**src/rtl/arb_types_pkg.sv**
```systemverilog
// arb_types_pkg: shared types and helpers for the memory port arbiter
package arb_types_pkg;

    typedef enum logic [1:0] {IDLE, GRANT_A, GRANT_B} arb_state_t;

    typedef enum logic {PORT_A, PORT_B} port_id_t;

    typedef struct packed {
        logic        read;
        logic        write;
        logic [3:0]  byte_enable;
        logic [31:0] address;
        logic [31:0] wdata;
    } mem_req_t;

    // A request with both strobes high is issued downstream as a write only
    function automatic mem_req_t mk_req(input logic rd, input logic wr, input logic [3:0] be,
                                        input logic [31:0] addr, input logic [31:0] wd);
        return '{read: rd & ~wr, write: wr, byte_enable: be, address: addr, wdata: wd};
    endfunction

endpackage

```
**src/rtl/arb_watchdog.sv**
```systemverilog
// arb_watchdog: saturating grant-age counter with a sticky timeout flag
module arb_watchdog #(
    parameter int TIMEOUT_CYCLES = 1023
) (
    input  logic clk,
    input  logic rst_n,
    input  logic clear,
    input  logic busy,
    input  logic resp,
    output logic timeout_err
);

    localparam int CW = TIMEOUT_CYCLES > 0 ? $clog2(TIMEOUT_CYCLES + 1) : 1;
    localparam logic [CW-1:0] LIMIT = CW'(TIMEOUT_CYCLES);

    logic [CW-1:0] cnt;
    logic          tick;

    assign tick = busy & ~resp & (TIMEOUT_CYCLES != 0);

    // Count waiting grant cycles; the flag sets on the edge the count reaches the limit
    always_ff @(posedge clk or negedge rst_n) begin
        if (!rst_n) begin
            cnt         <= '0;
            timeout_err <= 1'b0;
        end else begin
            if (clear)
                cnt <= '0;
            else if (tick && cnt != LIMIT)
                cnt <= cnt + 1'b1;
            if (tick && cnt == LIMIT - 1'b1)
                timeout_err <= 1'b1;
        end
    end

endmodule

```
**src/rtl/mem_port_arbiter.sv**
```systemverilog
// mem_port_arbiter: shares one memory port between instruction (A) and data (B) requesters
module mem_port_arbiter
    import arb_types_pkg::*;
#(
    parameter int ARB_MODE       = 0,
    parameter int TIMEOUT_CYCLES = 1023
) (
    input  logic        clk,
    input  logic        rst_n,
    input  logic        cmem_read_a,
    input  logic        cmem_write_a,
    input  logic [3:0]  cmem_byte_enable_a,
    input  logic [31:0] cmem_address_a,
    input  logic [31:0] cmem_wdata_a,
    output logic        cmem_resp_a,
    output logic [31:0] cmem_rdata_a,
    input  logic        cmem_read_b,
    input  logic        cmem_write_b,
    input  logic [3:0]  cmem_byte_enable_b,
    input  logic [31:0] cmem_address_b,
    input  logic [31:0] cmem_wdata_b,
    output logic        cmem_resp_b,
    output logic [31:0] cmem_rdata_b,
    output logic        mem_read,
    output logic        mem_write,
    output logic [3:0]  mem_byte_enable,
    output logic [31:0] mem_address,
    output logic [31:0] mem_wdata,
    input  logic        mem_resp,
    input  logic [31:0] mem_rdata,
    output logic        timeout_err
);

    arb_state_t state, next_state;
    port_id_t   last_grant;
    mem_req_t   req_q;
    logic       pend_a, pend_b, pick_b;

    assign pend_a = cmem_read_a | cmem_write_a;
    assign pend_b = cmem_read_b | cmem_write_b;
    assign pick_b = pend_b & (~pend_a | (ARB_MODE == 0) | (last_grant == PORT_A));

    // Arbitrate only from IDLE; a grant ends on the response, forcing one IDLE turnaround
    always_comb begin
        next_state = state;
        if (state == IDLE)
            next_state = pick_b ? GRANT_B : pend_a ? GRANT_A : IDLE;
        else if (mem_resp)
            next_state = IDLE;
    end

    // State register
    always_ff @(posedge clk or negedge rst_n) begin
        if (!rst_n)
            state <= IDLE;
        else
            state <= next_state;
    end

    // Latch the winning request on grant entry; drop strobes and record the owner on completion
    always_ff @(posedge clk or negedge rst_n) begin
        if (!rst_n) begin
            req_q      <= '0;
            last_grant <= PORT_A;
        end else if (state == IDLE && next_state == GRANT_A) begin
            req_q <= mk_req(cmem_read_a, cmem_write_a, cmem_byte_enable_a, cmem_address_a, cmem_wdata_a);
        end else if (state == IDLE && next_state == GRANT_B) begin
            req_q <= mk_req(cmem_read_b, cmem_write_b, cmem_byte_enable_b, cmem_address_b, cmem_wdata_b);
        end else if (state != IDLE && mem_resp) begin
            req_q.read  <= 1'b0;
            req_q.write <= 1'b0;
            last_grant  <= state == GRANT_B ? PORT_B : PORT_A;
        end
    end

    assign mem_read        = req_q.read;
    assign mem_write       = req_q.write;
    assign mem_byte_enable = req_q.byte_enable;
    assign mem_address     = req_q.address;
    assign mem_wdata       = req_q.wdata;

    assign cmem_resp_a  = (state == GRANT_A) & mem_resp;
    assign cmem_resp_b  = (state == GRANT_B) & mem_resp;
    assign cmem_rdata_a = state == GRANT_A ? mem_rdata : '0;
    assign cmem_rdata_b = state == GRANT_B ? mem_rdata : '0;

    arb_watchdog #(.TIMEOUT_CYCLES(TIMEOUT_CYCLES)) u_watchdog (
        .clk         (clk),
        .rst_n       (rst_n),
        .clear       ((state == IDLE) & (next_state != IDLE)),
        .busy        (state != IDLE),
        .resp        (mem_resp),
        .timeout_err (timeout_err)
    );

endmodule

```
**config.mk**
```make
export PLATFORM = sky130hd
export DESIGN_NAME = mem_port_arbiter
export DESIGN_NICKNAME = d
export VERILOG_FILES = /design/src/rtl/arb_types_pkg.sv /design/src/rtl/arb_watchdog.sv /design/src/rtl/mem_port_arbiter.sv
export SDC_FILE = /design/constraint.sdc
export NUM_CORES = 1
export LEC_CHECK = 0
export ABC_AREA = 1
export CORE_ASPECT_RATIO = 0.9
export CORE_MARGIN = 2
export CORE_UTILIZATION = 38
export DETAILED_ROUTE_END_ITERATION = 16
export GPL_ROUTABILITY_DRIVEN = 0
export HOLD_SLACK_MARGIN = 0.1
export PLACE_DENSITY = 0.82
export SLEW_MARGIN = 20
export SYNTH_ARGS = -nofsm -noshare
export SYNTH_HDL_FRONTEND = slang
export SYNTH_HIERARCHICAL = 1
export SYNTH_SLANG_ARGS = --single-unit
```
**constraint.sdc**
```tcl
create_clock -name clk -period 2.14 [get_ports clk]
set_clock_uncertainty 0.05 [all_clocks]
set_input_delay 0.428 -clock clk [delete_from_list [all_inputs] [get_ports clk]]
set_output_delay 0.428 -clock clk [all_outputs]
set_load 0.1 [all_outputs]
```
==> impl_metrics.csv <==
group,metric,value,unit
cts,post_cts_buffers,0,
min_path,min_path_cells,1,
grt,grt_pass1_wl,27480,um
power,cellLeakagePower,4.964,nW
setup_path,required,1.66,ns
die,dieArea,14540,um^2
setup_path,critical_path_class,"reg2out",
synth,netlist_top_cells_area,"dfrtp_1, nand2_1, inv_1",
power,switching_share,0.6198,
cts,clock-root-buffer,"clkbuf_16",
grt,antenna_found_initial,1,
detailed_routing,routedWlPerCell,13.41,um
power,combPwrFrac,0.733,
cts,cts_buffers,9,
synth,ys_types,23,
timing,hold_violations,0,
synth,ys_seq_area_frac,0.4022,
synth,synth_area_leader_cell,"dfrtp_1",
synth,async_flop_share,1.000,
synth,synthCells,813,
synth,synth_ff_type,"dfrtp_1",
cts,cts_num_sinks,83,
synth,synth_top_cell_area_share,0.4022,
synth,yosysWarnings,6,
setup_path,setup.worst_path.end_class,"output port",
detailed_routing,via_count,5929,
layout,multi_input_area,2201,um^2
cts,htree_levels,3,
synth,synth.most_common_cell,"nand2_1",
grt,grtUsageMet3,0.05047,
timing,whs,0.4575,ns
place,place.port_buffers,311,
detailed_routing,first_pass_iters,7,
die,die_y,114.6,um
synth,synth_edf_count,0,
die,core,13310,um^2
layout,ff_latch_area,2077,um^2
setup_path,crit_arrival,1.61,ns
cts,cts_buffer_depth,2,
die,ioPinCount,312,
synth,yosys-top-cells-count,"nand2_1, inv_1, dfrtp_1, nor2_1, nand3_1",
detailed_routing,wl,17160,um
power,peakVddDrop,1370,uV
synth,syn_area,5164,um^2
die,start_util,0.3879,
layout,drive_gt1_frac,0.1629,
cts,clk_pin_slew,0.06,ns
die,rows,40,
power,power.density,1669,nW/um^2
place,dp.final_hpwl,13180,um
detailed_routing,drc,0,
layout,final.fill_count,1082,
setup_path,crit_fanout,33,
place,place_inst,1262,
timing,finalSetupViolations,0,
layout,fin_cells,1280,
synth,syn_nets,990,
timing,max_freq,478.2,MHz
grt,grt.busiest_layer,"met2",
grt,overflow,0,
power,p_switching,0.009610,W
synth,yosys_register_bits,83,
run_status,outcome,"finished, final reports clean",
power,p_clk_frac,0.098,
power,p_int,0.005894,W
layout,area_growth,79.86,%
timing,slew_viol_final,0,
power,p_seq_frac,0.169,
layout,final_cell_area,9288,um^2
min_path,min-delay-path-class,"reg2reg",
timing,worst-slew-pin-transition,0.4557,ns
layout,fin_nets,1283,
timing,fin_tns_setup,0,ns
setup_path,startpoint_type,"flop",
detailed_routing,drtIter0Drc,291,
place,place_area,8974,um^2
grt,grt_max_degree,79,
grt,met1_usage,0.2708,
detailed_routing,antenna_left,0,
timing,relSlewSlack,0.6962,
cts,insertion_delay,0.33,ns
timing,rsz0062_at_grt,"yes",
grt,grtUsageTotal,0.2371,
run,drv_cap,0,
die,die_w,126.9,um
grt,grt_use_met2,0.4326,
setup_path,rr_worst_depth,8,
cts,cts_tree,"yes",
grt,grt_pass1_vias,5605,
timing,finalCritPeriodShare,0.9772,
timing,min_period,2.091,ns
detailed_routing,via_per_inst,4.632,
synth,avgSynthCellArea,6.351,um^2
-- layout make-up --
cell class | instances | share of cell area
Inverter | 187 | 0.07611
Clock buffer | 14 | 0.02735
Tap cell | 168 | 0.02263
Clock inverter | 2 | 0.003772
Timing Repair Buffer | 325 | 0.4093
Sequential cell | 83 | 0.2236
Antenna cell | 1 | 0.0002694
Multi-Input combinational cell | 500 | 0.2370
-- flip-flops by register name, summed over array words and instances, names as in the netlist --
register,count
mem_address,32
mem_wdata,32
u_watchdog/cnt,10
mem_byte_enable,4
state,2
mem_read,1
mem_write,1
u_watchdog/timeout_err,1
-- cell usage in the layout (no fill, tap or decap), types with 2 or more instances in the layout --
master,n
dfrtp_1,83
clkbuf_16,9
nand2_4,2
nor2_2,5
nor2_1,74
nand2_2,4
clkbuf_1,4
ha_1,2
nand4_1,12
clkdlybuf4s50_1,173
o21ai_0,70
buf_12,74
buf_4,77
nand3_1,76
nand2_1,244
xor2_1,2
nor2_4,3
o21bai_1,2
inv_1,184
-- metal layers --
metal,wire length (um),share of wire,vias up
li1,-,-,2993
met1,6658,0.39,2662
met2,8958,0.52,239
met3,1059,0.062,35
met4,482,0.028,0
met5,0,0,-
-- stage by stage --
step | utilization | setup WS [ns] | power (W)
after global placement | 0.6741 | 0.1919 | 0.01392
final | 0.6977 | 0.04873 | 0.01550
after detailed placement | 0.6741 | 0.1484 | 0.01403
after global routing | 0.6977 | -0.02359 | 0.01614
after CTS | 0.6969 | 0.02374 | 0.01560
after floorplan | - | -0.4054 | 0.01073
-- cells by family (layout without fill, tap and decap cells) --
group,after synthesis,after routing,share of synthesized area
fa+ha+maj,2,2,0.004845
xor+xnor,2,2,0.003393
compound gates,74,74,0.07366
simple gates,422,422,0.3395
other cells,0,1,0
buf+inv,230,528,0.1764
flops,83,83,0.4022
-- power groups by stage --
stage | Clock [W] | Combinational [W] | Sequential, W
final | 0.00152 | 0.0114 | 0.00262
after global routing | 0.00162 | 0.0118 | 0.00270
after CTS | 0.00156 | 0.0114 | 0.00262
after detailed placement | 0 | 0.0114 | 0.00262
after global placement | 0 | 0.0113 | 0.00262
after floorplan | 0 | 0.00368 | 0.00706
-- worst paths after layout --
check,startpoint,endpoint,slack [ns]
min in group asynchronous,rst_n,mem_wdata[5],0.52
max in group asynchronous,rst_n,mem_wdata[19],0.88
max,state[0],cmem_rdata_b[16],0.05
max reg2reg,state[0],u_watchdog/cnt[1],0.55
min reg2reg,u_watchdog/timeout_err,u_watchdog/timeout_err,0.46
min,u_watchdog/timeout_err,u_watchdog/timeout_err,0.46
-- timing repair --
item / 4_1_cts / 5_1_grt
setup endpoints to repair: 2 / 13
gates resized for setup: 2 / 3
hold buffers: 1 / 0
hold endpoints to repair: 33 / 0
pin swaps: 0 / 0
-- critical path, stage by stage, from the launching register on --
cell and delay (ns):
dfrtp_1 0.41, inv_1 0.11, nand2_1 0.06, buf_4 0.23, nor2_1 0.25, buf_12 0.21
Power figures use the tool's default switching activity.
